### src/rtl/addsub_seq.sv
// addsub_seq: multi-cycle adder/subtractor built around a single CHUNK-bit
// ripple slice. A WIDTH-bit operation is processed CHUNK bits per clock,
// least-significant chunk first. The result is ready NCH+1 edges after start.
//
// Parameters:
//   WIDTH  operand/result width (an integer multiple of CHUNK)
//   CHUNK  bits summed per clock (1..WIDTH)
// Ports:
//   clk    rising-edge clock
//   rst_n  asynchronous active-low reset
//   start  request, sampled in IDLE or DONE (ignored while busy)
//   sub    0 = a+b+cin, 1 = a-b-cin (sampled with start)
//   a, b   operands (sampled with start)
//   cin    carry-in / borrow-in (sampled with start)
//   busy   high while the operation is running
//   done   one-cycle pulse when s/cout/ovf hold a new result
//   s      registered result
//   cout   raw carry out of the MSB (in subtract mode, 1 = no borrow)
//   ovf    two's-complement overflow
module addsub_seq #(
  parameter int WIDTH = 16,
  parameter int CHUNK = 4
) (
  input  logic             clk,
  input  logic             rst_n,
  input  logic             start,
  input  logic             sub,
  input  logic [WIDTH-1:0] a,
  input  logic [WIDTH-1:0] b,
  input  logic             cin,
  output logic             busy,
  output logic             done,
  output logic [WIDTH-1:0] s,
  output logic             cout,
  output logic             ovf
);

  localparam int NCH = WIDTH / CHUNK;
  localparam int CW  = $clog2(NCH + 1);
  localparam logic [CW-1:0] LAST = CW'(NCH - 1);

  typedef enum logic [1:0] {
    IDLE = 2'd0,
    RUN  = 2'd1,
    DONE = 2'd2
  } state_t;

  state_t state_reg, state_next;

  logic [WIDTH-1:0] a_reg;
  logic [WIDTH-1:0] b_reg;
  logic [WIDTH-1:0] psum_reg;
  logic             carry_reg;
  logic [CW-1:0]    cnt_reg;

  logic             accept;
  logic             last;
  logic [CHUNK:0]   c;
  logic [CHUNK-1:0] chunk_sum;
  logic [WIDTH-1:0] psum_shift;

  // A new operation can be taken whenever the slice is not in use.
  assign accept = start && ((state_reg == IDLE) || (state_reg == DONE));
  assign last   = (cnt_reg == LAST);

  // Single CHUNK-bit ripple slice working on the low chunk of the operands.
  assign c[0] = carry_reg;
  for (genvar gi = 0; gi < CHUNK; gi++) begin : g_ripple
    assign chunk_sum[gi] = a_reg[gi] ^ b_reg[gi] ^ c[gi];
    assign c[gi+1]       = (a_reg[gi] & b_reg[gi]) | (c[gi] & (a_reg[gi] ^ b_reg[gi]));
  end

  // The new chunk enters at the top, so after NCH shifts the least-significant
  // chunk has walked down to bit 0. Written with shifts so that CHUNK == WIDTH
  // needs no special case.
  assign psum_shift = (psum_reg >> CHUNK) | (WIDTH'(chunk_sum) << (WIDTH - CHUNK));

  always_ff @(posedge clk or negedge rst_n) begin
    if (!rst_n) begin
      state_reg <= IDLE;
    end else begin
      state_reg <= state_next;
    end
  end

  always_comb begin
    state_next = state_reg;
    busy       = 1'b0;
    done       = 1'b0;
    case (state_reg)
      IDLE: begin
        if (start) state_next = RUN;
      end
      RUN: begin
        busy = 1'b1;
        if (last) state_next = DONE;
      end
      DONE: begin
        done       = 1'b1;
        state_next = start ? RUN : IDLE;
      end
      default: state_next = IDLE;
    endcase
  end

  always_ff @(posedge clk or negedge rst_n) begin
    if (!rst_n) begin
      a_reg     <= '0;
      b_reg     <= '0;
      psum_reg  <= '0;
      carry_reg <= 1'b0;
      cnt_reg   <= '0;
      s         <= '0;
      cout      <= 1'b0;
      ovf       <= 1'b0;
    end else if (accept) begin
      // Subtraction is a + ~b + ~cin, so B and the carry are inverted once here.
      a_reg     <= a;
      b_reg     <= b ^ {WIDTH{sub}};
      carry_reg <= cin ^ sub;
      cnt_reg   <= '0;
    end else if (state_reg == RUN) begin
      a_reg     <= a_reg >> CHUNK;
      b_reg     <= b_reg >> CHUNK;
      psum_reg  <= psum_shift;
      carry_reg <= c[CHUNK];
      cnt_reg   <= cnt_reg + 1'b1;
      if (last) begin
        // On the last chunk the slice's top bit is the word's MSB, so the
        // carry into and out of it give the signed overflow.
        s    <= psum_shift;
        cout <= c[CHUNK];
        ovf  <= c[CHUNK] ^ c[CHUNK-1];
      end
    end
  end

endmodule

### config.mk
export PLATFORM = sky130hd
export DESIGN_NAME = addsub_seq
export DESIGN_NICKNAME = d
export VERILOG_FILES = /design/src/rtl/addsub_seq.sv
export SDC_FILE = /design/constraint.sdc
export NUM_CORES = 1
export LEC_CHECK = 0
export CAP_MARGIN = 20
export CORE_MARGIN = 8
export CORE_UTILIZATION = 35
export DETAILED_ROUTE_END_ITERATION = 10
export HOLD_SLACK_MARGIN = 0.02
export PLACE_DENSITY = 0.62
export SLEW_MARGIN = 20
export SYNTH_ARGS = -nofsm -noshare
export SYNTH_HDL_FRONTEND = slang
export SYNTH_SLANG_ARGS = --single-unit
### constraint.sdc
create_clock -name clk -period 2.65 [get_ports clk]
set_input_delay 0.265 -clock clk [delete_from_list [all_inputs] [get_ports clk]]
set_output_delay 0.265 -clock clk [all_outputs]
set_load 0.02 [all_outputs]
==> impl_results.md <==
- HPWL after DPL: ~4200 µm
- Setup Viol. Count Final: 0
- Die area: ~12000 µm²
- Detail Route Antenna Nets: 0
- Die height: roughly 110 µm
- Worst-path clk slew: about 70 ps
- Seq/Total Area, Yosys: 56.4%
- Post-Syn Instances: 292
- Final Cycle Share: 85.8%
- Row cnt: 34
- H-tree depth: 3
- Min-delay src: psum_reg[6]
- HP Class: reg2reg
- Critical Path Source: a_reg[0]
- Inserted Diodes: 0
- Pint: roughly 2.9 mW
- Clk_lat worst skew: about 340 ps
- Initial antenna violation count: 0
- Cell Pwr Density: around 1200 nW/µm²
- Die X-Extent: 109 µm
- Crit Path Max Fanout: 2
- DRT Pass-1 Iters: 4
- Flop pwr share: about two fifths
- Area grow syn2layout: 27.6%
- Vias: ~2200
- Peak supply drop: between 0.0004 and 0.0005 V
- Final core utilization: around 45%
- CTS Root Cell: clkbuf_8
- Syn Nets: about 340
- Fin nets: 389
- Gate power share: between 40% and 50%
- First-pass GRT wire length: 11000 µm
- Synth warn: 0
- Final Skew: ~8.4 ps
- Placed Area: ~3700 µm²
- # IOs: between 50 and 60
- Mapped cell area: ~3000 µm²
- DRT Wirelength: roughly 6300 µm
- Seq cells post-synth: roughly 70
- Required @ worst endpoint: a little under 3000 ps
- Reg2reg start: a_reg[0]
- RSZ-0062 raised after global routing: false
- CTS tree: done
- Drt via density: 4.79
- # DRC: 0
- Fin area: 3850 µm²
- Tmin final: roughly 2300 ps
- CP Capture Type: flip-flop
- Pleak: between 1.5 and 2 nW
- Core footprint: about 8600 µm²
- Total Routing Usage GR: a little under an eighth
- Post-synthesis simple-gate area fraction: ~15%
- Worst-margin pin slew: about 570 ps
- Vias in the first global route: about 2300
- CTS sink cnt: 68
- Net Sw Power: between 1.5 and 2 mW
- Area share of fa/ha/maj cells after synthesis: 3.49%
- CP Launch Type: flip-flop
- Fraction of layout cells with a size suffix above 1: between 10% and 20%
- GRT overflow: 0
- CTS Buf Count: 9
- Post-CTS resize count: 0
- GP Congestion: ~0.74
- Setup TNS Final: 0 ps
- Initial cell density of the core: roughly a third
- Setup CP Type: reg2reg
- Max-cap viol count: 0
- Main combinational cell family by area after synthesis: simple AND/OR/NAND/NOR gates
- Clk pwr share: between 15 and 20%
- Mux cell area share after synthesis: roughly 5.2%
- Worst slew margin: 61.7%
- Final Hold Violating Endpoints: 0
- Status: finished, final reports clean
- Worst Path Arrival: 2510 ps
- Post-synth cell types: 29
- Routed WL per cell: 13.8 µm
- CTS max path bufs: 2
- Post-Synth XOR/XNOR Area: under 10%
- Synth Area per Inst: slightly above 10 µm²
- First DRT Iteration DRCs: approximately 100
- Synth Area in Compound Gates: under 10%
- Switching fraction of total power: 37.5%
- Max Freq: approximately 440 MHz
- Largest net degree at the start of global routing: 69
- Port-buffer cells: 56
- Max Transition Viols Final: 0
-- cell families (layout without fill, tap and decap cells) --
logic type	Yosys count	after routing
adders and majority gates	6	6
buffers and inverters	30	88
DFF	68	68
AOI/OAI and AO/OA	44	44
and+or+nand+nor	112	112
xor gates and xnor gates	18	18
muxes	14	14
-- cell usage in the layout (no fill, tap or decap), drive strengths merged, types with 3 or more instances in the layout --
cell and n:
a22o 8, a31oi 20, buf 7, clkbuf 13
clkdlybuf4s50 55, dfrtp 68, fa 4, inv 10
mux2 14, nand2 80, nand3 3, nor2 21
o21ai 8, xor2 17
-- final timing paths --
| kind | depth (start not counted) | slack (ps) | endpoint |
|---|---|---|---|
| worst max-delay path | 8 | 380 | s[15] |
| worst min-delay path | 2 | 470 | psum_reg[6] |
| worst max register to register | 8 | 380 | s[15] |
| worst min register to register | 2 | 470 | psum_reg[6] |
| max in group asynchronous | 3 | 1880 | cout |
| min in group asynchronous | 3 | 480 | s[0] |
-- cell usage after synthesis --
master | instances | share of area [%]
mux2_2 | 14 | 5.2
inv_2 | 1 | 0.12
o2bb2ai_1 | 1 | 0.29
a22o_1 | 8 | 2.3
buf_4 | 2 | 0.50
a211oi_1 | 1 | 0.25
nand3b_2 | 1 | 0.37
clkbuf_1 | 2 | 0.25
nand2_1 | 80 | 10
xor2_1 | 17 | 4.9
xnor2_1 | 1 | 0.29
o21ai_0 | 8 | 1.3
nor2b_1 | 2 | 0.41
nor3b_1 | 1 | 0.25
nor2_1 | 20 | 2.5
a22oi_1 | 2 | 0.50
nand3_1 | 3 | 0.50
nor2_2 | 1 | 0.21
buf_2 | 15 | 2.5
nor3_1 | 2 | 0.33
buf_6 | 1 | 0.37
a31oi_1 | 20 | 4.1
nand2b_1 | 2 | 0.41
ha_1 | 2 | 0.83
inv_1 | 9 | 1.1
a221o_1 | 2 | 0.66
dfrtp_1 | 68 | 56
a21oi_1 | 2 | 0.33
fa_1 | 4 | 2.7
-- power groups by stage --
| stage | clock network (mW) | logic [mW] | registers, mW |
|---|---|---|---|
| after global routing | 0.883 | 2.23 | 1.88 |
| after detailed placement | 0 | 1.99 | 1.84 |
| after floorplan | 0 | 1.25 | 1.92 |
| after global placement | 0 | 1.95 | 1.81 |
| after CTS | 0.836 | 2.02 | 1.82 |
| final | 0.809 | 1.97 | 1.81 |
-- per-stage QoR --
step,power (mW),hold WS (ps),cells,worst slack (ps)
CTS,4.67,476,458,356
floorplan,3.17,-30.6,292,521
detailed placement,3.83,312,442,380
global route,5.00,489,458,215
global placement,3.77,314,442,439
finish,4.58,474,458,377
-- per-layer routing --
layer	wire length, µm	vias up	track usage [%]
li1	-	1064	-
met1	2860	1056	14.5
met2	2870	64	18.0
met3	504	10	5.20
met4	102	0	4.50
met5	0	-	0
-- what timing repair did --
item / 4_1_cts / 5_1_grt
buffers inserted: 0 / 0
hold buffers: 1 / 0
endpoints found under the hold margin: 68 / 0
-- area by class of cell --
cell class,instances,area [µm²]
Multi-Input combinational cell,194,1170
Sequential cell,68,1700
Clock inverter,2,35.0
Timing Repair Buffer,63,623
Tap cell,108,135
Clock buffer,13,149
Inverter,10,37.5
Fill cell,855,4700
-- worst max-delay path: stages, from the launching register on --
cell and delay (ps):
dfrtp_1 410, fa_1 420, inv_1 80, fa_1 160, inv_1 50, fa_1 390, inv_1 90, fa_1 420
o21ai_0 170
Note: power is estimated with default switching activity, not from simulation.
